File: config.mk
export PLATFORM = sky130hd
export DESIGN_NAME = fwd_hazard_ctrl
export DESIGN_NICKNAME = d
export VERILOG_FILES = /design/src/rtl/fwd_hazard_ctrl.sv
export SDC_FILE = /design/constraint.sdc
export NUM_CORES = 1
export LEC_CHECK = 0
export CAP_MARGIN = 15
export CORE_UTILIZATION = 45
export DETAILED_ROUTE_END_ITERATION = 16
export PLACE_DENSITY_LB_ADDON = 0.05
export SLEW_MARGIN = 0
export SYNTH_ARGS = -nofsm -noshare
export SYNTH_HDL_FRONTEND = slang
export SYNTH_SLANG_ARGS = --single-unit
File: constraint.sdc
create_clock -name clk -period 3.1 [get_ports clk]
set_input_delay 0.31 -clock clk [delete_from_list [all_inputs] [get_ports clk]]
set_output_delay 0.31 -clock clk [all_outputs]
set_load 0.01 [all_outputs]
File: src/rtl/fwd_hazard_ctrl.sv
// Forwarding-select and load-use hazard control for a two-stage result pipeline.
// Tracks the two instructions ahead of decode and drives the One/Two bus selects.
module fwd_hazard_ctrl #(
  parameter int REG_BITS = 4,
  parameter bit ZERO_REG = 1'b1,
  parameter int CNT_BITS = 16
) (
  input  logic                clk,
  input  logic                rst,
  input  logic                dec_valid,
  input  logic [REG_BITS-1:0] dec_src_a,
  input  logic [REG_BITS-1:0] dec_src_b,
  input  logic                dec_use_a,
  input  logic                dec_use_b,
  input  logic [REG_BITS-1:0] dec_dst,
  input  logic                dec_wr,
  input  logic                dec_load,
  input  logic                freeze,
  input  logic                flush,
  output logic                one_a,
  output logic                one_b,
  output logic                two_a,
  output logic                two_b,
  output logic                stall,
  output logic [CNT_BITS-1:0] stall_cnt
);

  logic                r_v1, r_wr1, r_ld1;
  logic [REG_BITS-1:0] r_dst1;
  logic                r_v2, r_wr2;
  logic [REG_BITS-1:0] r_dst2;
  logic [CNT_BITS-1:0] r_stall_cnt;

  logic w_zero_a, w_zero_b;
  logic w_hit1_a, w_hit1_b, w_hit2_a, w_hit2_b;
  logic w_stall, w_cnt_max;

  // Register 0 reads never match a producer when it is hardwired zero.
  assign w_zero_a = ZERO_REG && (dec_src_a == '0);
  assign w_zero_b = ZERO_REG && (dec_src_b == '0);

  assign w_hit1_a = dec_valid & dec_use_a & r_v1 & r_wr1 & (r_dst1 == dec_src_a) & ~w_zero_a;
  assign w_hit1_b = dec_valid & dec_use_b & r_v1 & r_wr1 & (r_dst1 == dec_src_b) & ~w_zero_b;
  assign w_hit2_a = dec_valid & dec_use_a & r_v2 & r_wr2 & (r_dst2 == dec_src_a) & ~w_zero_a;
  assign w_hit2_b = dec_valid & dec_use_b & r_v2 & r_wr2 & (r_dst2 == dec_src_b) & ~w_zero_b;

  assign w_stall   = (w_hit1_a | w_hit1_b) & r_ld1 & ~flush;
  assign w_cnt_max = &r_stall_cnt;

  // A load in S1 has no One result; the stalled operand waits for Two next cycle.
  assign one_a     = w_hit1_a & ~r_ld1 & ~rst;
  assign one_b     = w_hit1_b & ~r_ld1 & ~rst;
  assign two_a     = w_hit2_a & ~w_hit1_a & ~rst;
  assign two_b     = w_hit2_b & ~w_hit1_b & ~rst;
  assign stall     = w_stall & ~rst;
  assign stall_cnt = rst ? '0 : r_stall_cnt;

  always_ff @(posedge clk) begin
    if (rst) begin
      r_v1        <= 1'b0;
      r_wr1       <= 1'b0;
      r_ld1       <= 1'b0;
      r_dst1      <= '0;
      r_v2        <= 1'b0;
      r_wr2       <= 1'b0;
      r_dst2      <= '0;
      r_stall_cnt <= '0;
    end else if (!freeze) begin
      r_v2   <= r_v1;
      r_wr2  <= r_wr1;
      r_dst2 <= r_dst1;
      r_v1   <= dec_valid & ~w_stall & ~flush;
      r_wr1  <= dec_wr;
      r_ld1  <= dec_load;
      r_dst1 <= dec_dst;
      if (w_stall && !w_cnt_max) begin
        r_stall_cnt <= r_stall_cnt + CNT_BITS'(1);
      end
    end
  end

endmodule

==> results of run 1 <==
==> how the worst max path moves through the flow <==
stage | depth (start not counted) | endpoint
floorplan | 6 | r_stall_cnt[15]$_SDFFE_PP0P_
global placement | 7 | stall
detailed placement | 7 | stall
CTS | 7 | stall
global route | 7 | stall
finish | 7 | stall
==> state kept, by name, indices dropped and copies added, names as in the netlist <==
register / count
r_stall_cnt: 16
r_dst1: 4
r_dst2: 4
r_ld1: 1
r_v1: 1
r_v2: 1
r_wr1: 1
r_wr2: 1
==> area by class of cell <==
cell class	count	area [µm²]	share of cell area (%)
tap	46	57.6	2.69
sequential	29	581	27.1
inverter	5	18.8	0.876
clock buffer	7	65.1	3.04
multi-input combinational	152	975	45.5
clock inverter	1	5.00	0.234
timing repair buffer	45	440	20.6
==> Yosys cell counts, types with 2 or more instances <==
| library cell | instances |
|---|---|
| a2111o_1 | 3 |
| a21oi_1 | 5 |
| and3_1 | 2 |
| buf_1 | 2 |
| clkbuf_1 | 5 |
| dfxtp_1 | 29 |
| inv_1 | 5 |
| mux2_2 | 4 |
| mux2i_1 | 13 |
| nand2_1 | 14 |
| nand3_1 | 10 |
| nand4_1 | 5 |
| nor2_1 | 26 |
| nor2b_1 | 13 |
| nor3_1 | 6 |
| nor4_1 | 3 |
| o21ai_0 | 7 |
| o31ai_1 | 4 |
| or2_2 | 2 |
| or3_1 | 3 |
| or4_1 | 7 |
| xnor2_1 | 10 |
| xor2_1 | 8 |
==> cell families (layout without fill, tap and decap cells) <==
family	after synthesis	after routing	synth area share [%]
flip-flops	29	29	36.2
adder cells (fa/ha/maj)	1	1	0.779
buffers and inverters	13	58	3.12
AO/OA/AOI/OAI	21	21	8.50
AND/OR/NAND/NOR	95	95	30.7
XOR/XNOR	18	18	9.82
multiplexers	17	17	10.9
==> power groups by stage <==
stage | Clock [mW] | Combinational [mW] | Sequential (mW)
6_report | 0.264 | 0.0858 | 0.390
5_1_grt | 0.288 | 0.0938 | 0.391
4_1_cts | 0.271 | 0.0862 | 0.390
3_5_place_dp | 0 | 0.0860 | 0.398
3_3_place_gp | 0 | 0.0821 | 0.398
2_1_floorplan | 0 | 0.0464 | 0.395
==> worst min-delay path, stage by stage, from the launching register on <==
cell and delay, ns:
dfxtp_1 0.33, mux2i_1 0.07, nor2_1 0.07
==> routing by layer <==
layer  part of all wire (%)  vias to the layer above
li1                       -                      773
met1                     43                      717
met2                     52                       43
met3                    4.0                        6
met4                    1.4                        0
met5                      0                        -
==> through the flow <==
stage          worst slack (ns)  cell area (µm²)  hold slack, ns
2_1_floorplan              1.00             1610           0.454
3_3_place_gp              0.237             2070           0.480
3_5_place_dp              0.184             2070           0.488
4_1_cts                   0.180             2140           0.511
5_1_grt                   0.109             2140           0.533
6_report                  0.182             2140           0.504
==> results.md, run 1 <==
Status:
- The run finished with clean final reports.

Floorplan:
- The row count is 21.
- The vertical die dimension is 61.7 µm.
- 42 I/O pins were placed.
- The area of the die is 3810 µm².
- Once the floorplan was initialized, standard cells occupied 47.4% of the core.
- In this run the standard cell core region covers 3390 µm².
- The horizontal die dimension is 61.7 µm.

STA:
- The clock skew after layout is 0.00415 ns.
- For the pin with the worst max-slew slack, the measured transition is 0.496 ns.
- The count of endpoints failing hold in the final timing report is 0.
- In the final timing run, aggregate negative setup slack is 0 ns.
- Headroom to the max-slew limit came out at 66.6%.
- The final setup violation count is 0.
- Setup repair after global routing left no endpoint under its margin.
- The number of pins exceeding their max-slew limit in the final report came to 0.
- The upper clock frequency limit is 343 MHz.
- The ratio of final minimum period to clock period is 94.1%.
- The shortest clock period the worst path allows after layout is 2.92 ns.

Global routing:
- The maximum number of pins on one net before global-route repair is 27.
- The via count of the first global-routing pass came to 1340.
- The number of antenna violations at the first check in global routing is 0.
- In the global route stage, met2 resource usage came out at 38.6%.
- The first global-routing pass estimated 5830 µm of wire.
- The fraction of met3 tracks used by global routing is 5.80%.
- The total routing resource utilization after global routing is 21.3%.
- For met1 alone, demand over resource in global routing was 23.9%.
- The busiest layer in global routing is met2.
- The total overflow reported by the global router is 0.

Place:
- The HPWL after detailed placement is 2920 µm.
- The number of placed cells counting well taps is 277.
- Input and output buffers added on the ports amount to 41.
- The routability congestion estimate from global placement is 0.882.

Worst setup path:
- The cell at the slowest stage of the critical path is clkdlybuf4s50_1.
- The data required time at the worst endpoint is 2.79 ns.
- Traced cell by cell, the critical path runs through clkdlybuf4s50_1 -> xnor2_1 -> nand2_1 -> or4_4 -> nand2_1 -> nor4bb_1 -> clkdlybuf4s50_1.
- The cell type group with the largest total delay on the critical path is buffers and inverters.
- STA classifies the critical path endpoint as a primary output.
- In this run the critical register-to-register path is captured at r_stall_cnt[15]$_SDFFE_PP0P_.
- The critical path launch point is dec_src_a[3].
- The maximum fanout count along the critical path is 4.
- The startpoint of the lowest-slack register-to-register path is r_dst1[2]$_SDFFE_PP0N_.
- In this design, the stage delay of the slowest critical-path cell is 0.58 ns.
- The reg2reg setup slack is 0.79 ns.
- The buffering stage count on the worst path with inverters included is 2.
- The sort of element at the start of the critical path is a primary input.
- The data arrival time at the worst-slack endpoint is 2.61 ns.
- The worst setup path is of the in -> out kind.
- The depth of the worst register-to-register path is 6.

Synthesis:
- The synthesized cell area is 1610 µm².
- The synthesized design contains 0 enable-type register cells.
- For this run, the leading register cell type out of synthesis is dfxtp_1.
- When the netlist entered floorplanning its net count stood at 216.
- In this run, synthesis produced a sequential element count of 29.
- The number of different library cells used by synthesis comes to 31.
- The share of the Yosys chip area taken by registers is 36.2%.
- In this run the biggest area consumer among cell types represents 36.2% of the synthesized area.
- Synthesis handed over a netlist of 194 instances.
- In the post-synthesis netlist, the biggest area contributors are dfxtp_1 36%, mux2i_1 8.1%, nor2_1 6.1%.
- The yosys synthesis warning count is 0.
- The async set or reset register ratio after synthesis is 0%.
- The biggest area contributor in the post-synthesis netlist is dfxtp_1.
- Each instance of the synthesized netlist takes up on average 8.27 µm².

Clock network:
- The clock drives 29 sinks.
- The number of hold buffers added after CTS was 0.
- Counting along the longest clock path gives a buffer depth of 2.
- The tree is rooted in a clkbuf_4.
- The number of CTS-inserted buffers is 5.
- In this run the number of H-tree levels came out at 2.
- TritonCTS built the clock tree.
- The clock-pin slew on the worst setup and hold paths is 0.09 ns.
- The post-cts resize count is 0.
- The clock latency of the later-clocked register in the worst-skew pair is 0.33 ns.
- In this run the post-CTS setup repair buffer count came out at 0.

Min path:
- The path category of the worst min-delay check is reg -> reg.
- The hold-critical path endpoint is r_wr2$_SDFFE_PP0N_.
- The hold path depth is 2.
- In this run the most critical hold path is launched from r_wr2$_SDFFE_PP0N_.

Power:
- The total internal power is 0.559 mW.
- Summed over all nets, the switching power comes to 0.180 mW.
- The total power draw is 0.739 mW.
- The worst voltage drop across the vdd grid is 0.219 mV.
- Net switching is 24.4% of the power.
- The proportion of power drawn by the clock network is 35.7%.
- The leakage power summed over all cells is 0.806 nW.
- Of the total power, combinational logic draws 11.6%.
- The power density normalized to cell area is 345 nW/µm².
- Of the total power, registers draw 52.7%.

Drt:
- The detail-routed via count per cell is 5.40.
- Before antenna repair, the detailed router went through 4 iterations.
- The count of nets left with antenna violations once routing finished came out at 0.
- The routed wire length is 3790 µm.
- The average routed wire per standard cell is 13.3 µm.
- The detailed-route DRC error count is 0.
- The starting DRC count in detailed routing is 96.
- Summing over every cut layer, the via total after detailed routing is 1539.

Finish:
- The library cells used most frequently in the layout, excluding fill and tap cells, are 41 x clkdlybuf4s50_1, 29 x dfxtp_1, 26 x nor2_1, 14 x nand2_1.
- The library cell used most frequently in the layout, excluding fill and tap cells, is clkdlybuf4s50_1.
- The number of standard cells in the final layout excluding fillers is 285.
- The final core area utilization is 63.2%.
- In the final design database the tool counted 260 nets.
- The area growth from synthesis to layout is 33.4%.
- Counting the fill cells in the layout gives 311.
- The proportion of layout cells with a drive suffix above 1 is 7.95%.
- The total inserted antenna cells is 0.

Run:
- Max-cap violations in this run came to 0.
Note: power is estimated with default switching activity, not from simulation.
==> run 2: changes to the inputs <==
Settings changed: CAP_MARGIN 15 to default.
==> results of run 2 <==
Same layout as run 1: the final DEF is identical, and so are final timing and power.
==> run 3: changes to the inputs <==
Clock period 3.1 ns to 3.06 ns, I/O delays scaled along.
==> results.md, run 3 (synthesized netlist as in run 1, its figures left out) <==
STA:
- The upper clock frequency limit is 341 MHz.
- The max-slew headroom at the worst pin was 62.6% (-4.0 points).
- The clock skew after layout was 0.00720 ns (+0.00306 ns).
- The transition time of the tightest slew-check pin is 0.556 ns (+0.0594 ns).
- The number of pins exceeding their max-slew limit in the final report is 0 (unchanged).
- The count of endpoints failing hold in the final timing report is 0 (unchanged).
- The shortest clock period the worst path allows after layout is 2.93 ns.
- The final setup violation count was 0 (unchanged).
- The worst hold slack is 0.516 ns (+0.0119 ns).
- The ratio of final minimum period to clock period is 95.8%.

Finish:
- The register ranked first by flip-flop count is r_stall_cnt.
- The layout overhead on the synthesized area is 33.8%.
- The flip-flop count of the largest register after layout is 16 (unchanged).
- The library cell used most frequently in the layout, excluding fill and tap cells, is clkdlybuf4s50_1.
- In the layout the commonest cells are 41 x clkdlybuf4s50_1, 29 x dfxtp_1, 26 x nor2_1, 14 x nand2_1.
- The total inserted antenna cells is 0 (unchanged).
- The proportion of layout cells with a drive suffix above 1 is 8.37% (+0.42 points).
- The summed area of non-filler cells in the final layout is 2150 µm² (+0.29%).
- The number of nets in the layout came to 260 (unchanged).
- The final core area utilization came to 63.4% (+0.18 points).
- In the final layout, the registers with the most flip-flops are r_stall_cnt x16, r_dst1 x4, r_dst2 x4.
- The filler cell count in the final layout is 311 (unchanged).

Drt:
- The detailed-route DRC error count is 0 (unchanged).
- The detail-routed via count per cell is 5.38 (-0.45%).
- The number of vias after detailed routing came to 1532 (-0.45%).
- The average routed wire per standard cell is 12.8 µm (-3.7%).
- The number of antenna-violating nets in the routed design is 0 (unchanged).
- The routed wire length is 3650 µm (-3.7%).
- The starting DRC count in detailed routing is 84 (-13%).
- The length of the first detailed-routing pass in iterations is 4 (unchanged).

Worst setup path:
- The signal on the critical path passes through clkdlybuf4s50_1 -> xnor2_1 -> nand2_1 -> or4_4 -> nand2_1 -> nor4bb_2 -> clkdlybuf4s50_1.
- The startpoint identified for the worst register-to-register timing path is r_dst1[3]$_SDFFE_PP0N_.
- The maximum fanout count along the critical path is 4 (unchanged).
- The cell type group with the largest total delay on the critical path is buffers and inverters.
- The reg2reg setup slack is 0.76 ns (-0.03 ns).
- The data arrival time at the worst-slack endpoint came to 2.63 ns (+0.02 ns).
- The sort of element at the start of the critical path is a primary input.
- The worst setup path is of the in -> out kind.
- The cell at the slowest stage of the critical path is clkdlybuf4s50_1.
- The critical path's largest stage delay is 0.58 ns (about the same).
- The buffering stage count on the worst path with inverters included is 2 (unchanged).
- The depth of the worst register-to-register path is 6 (unchanged).
- The worst register-to-register path ends at r_stall_cnt[15]$_SDFFE_PP0P_.
- The element type at the critical path end is a primary output.
- In this run the worst setup path begins at dec_src_a[3].
- The data required time at the worst endpoint was 2.75 ns (-0.04 ns).

Power:
- The proportion of power drawn by the clock network is 36.1% (+0.4 points).
- The total internal power is 0.566 mW (+1.3%).
- The combinational fraction of design power came to 11.5% (about the same).
- The worst voltage drop across the vdd grid is 0.342 mV (+56%).
- The power density normalized to cell area is 350 nW/µm² (+1.6%).
- The leakage power summed over all cells is 0.806 nW (about the same).
- The sequential fraction of design power came to 52.4% (-0.3 points).
- The proportion of total power due to net switching is 24.8% (+0.38 points).
- The switching component of the power was 0.186 mW (+3.4%).

Global routing:
- The global-route wire length before repair came to 5840 µm (+0.12%).
- The maximum number of pins on one net before global-route repair came to 26 (-3.7%).
- The number of antenna violations at the first check in global routing is 0 (unchanged).
- The total overflow reported by the global router was 0 (unchanged).
- The total routing resource utilization after global routing is 21.1% (-0.15 points).
- The via count of the first global-routing pass is 1346 (+0.45%).

Status:
- The flow ran to the end, and the final reports show no timing, DRC or antenna violations.

Clock network:
- The number of buffers added for setup after CTS was 0 (unchanged).
- In this run the clock root is driven by a clkbuf_4.
- The number of CTS-inserted buffers is 5 (unchanged).
- The clock latency of the later-clocked register in the worst-skew pair is 0.33 ns (about the same).
- The clock-pin slew on the worst setup and hold paths came to 0.10 ns (about the same).
- The maximum level of the CTS H-tree is 2 (unchanged).
- The total clock sinks is 29 (unchanged).
- The number of buffers between clock root and the deepest sink is 2 (unchanged).
- TritonCTS built the clock tree.

Place:
- The area after detailed placement is 2070 µm² (unchanged).
- The port buffer count is 41 (unchanged).
- The final HPWL from detailed placement is 2870 µm (-1.5%).
- The routability congestion estimate from global placement came to 0.898 (+1.8%).

Floorplan:
- The horizontal die dimension is 61.7 µm (unchanged).
- The vertical die dimension was 61.7 µm (unchanged).
- The row count is 21 (unchanged).
- The placeable core region is 3390 µm² (unchanged).
- The area of the die is 3810 µm² (unchanged).
- The top-level I/O count is 42 (unchanged).
- The starting utilization of the core area is 47.4% (unchanged).

Run:
- The total of max-cap violations was 0 (unchanged).

Min path:
- The hold path depth is 2 (unchanged).
- The startpoint of the worst hold path is r_stall_cnt[6]$_SDFFE_PP0P_.
- The tightest min-delay check is of the reg -> reg type.
- The worst hold path terminates at r_stall_cnt[6]$_SDFFE_PP0P_.
[run 3: cell counts in the layout (fill, tap and decap cells not counted)]
No cell type changed its count.
[run 3: repair_timing]
action                                 4_1_cts  5_1_grt
resized for setup                            0        1
endpoints found under the hold margin        0        0
hold buffers                                 0        0
setup endpoints to repair                    0        1
[run 3: routing by layer]
metal,up-vias,track usage (%),part of all wire (%)
met5,-,0,0
met1,712,23.7,43
met4,0,7.62,1.5
li1,773,-,-
met3,4,6.42,5.0
met2,43,37.8,51
[run 3: cell type report]
| type | count | area [µm²] | area share [%] |
|---|---|---|---|
| inverters | 5 | 18.8 | 0.874 |
| multi-input cells | 152 | 981 | 45.7 |
| well taps | 46 | 57.6 | 2.68 |
| clock buffers | 7 | 65.1 | 3.03 |
| repair buffers | 45 | 440 | 20.5 |
| clock inverters | 1 | 5.00 | 0.233 |
| flip-flops and latches | 29 | 581 | 27.0 |
[run 3: worst register-to-register path, delay by kind of cell (launching register included)]
kind	cells	cell delay (ns)
flops	1	0.44
xor+xnor	1	0.15
mux	1	0.34
compound gates	1	0.47
simple gates	3	0.80
[run 3: power by group through the flow]
stage / combinational [mW] / sequential, mW / clock (mW)
floorplan: 0.0471 / 0.400 / 0
global placement: 0.0833 / 0.403 / 0
detailed placement: 0.0866 / 0.403 / 0
CTS: 0.0868 / 0.395 / 0.276
global route: 0.0950 / 0.396 / 0.296
finish: 0.0866 / 0.395 / 0.271
[run 3: stage by stage]
stage | setup TNS [ns] | power (mW) | std cells | setup slack (ns)
6_report | 0 | 0.753 | 285 | 0.128
3_5_place_dp | 0 | 0.490 | 277 | 0.0819
5_1_grt | -0.0153 | 0.787 | 285 | -0.0153
4_1_cts | 0 | 0.757 | 285 | 0.0813
3_3_place_gp | 0 | 0.486 | 277 | 0.205
2_1_floorplan | 0 | 0.447 | 194 | 0.963
[run 3: worst max-delay path by stage]
stage,to,slack [ns],depth (start not counted)
after CTS,stall,0.08,7
after global routing,stall,-0.02,7
after global placement,stall,0.20,7
after floorplan,r_stall_cnt[15]$_SDFFE_PP0P_,0.96,6
final,stall,0.13,7
after detailed placement,stall,0.08,7
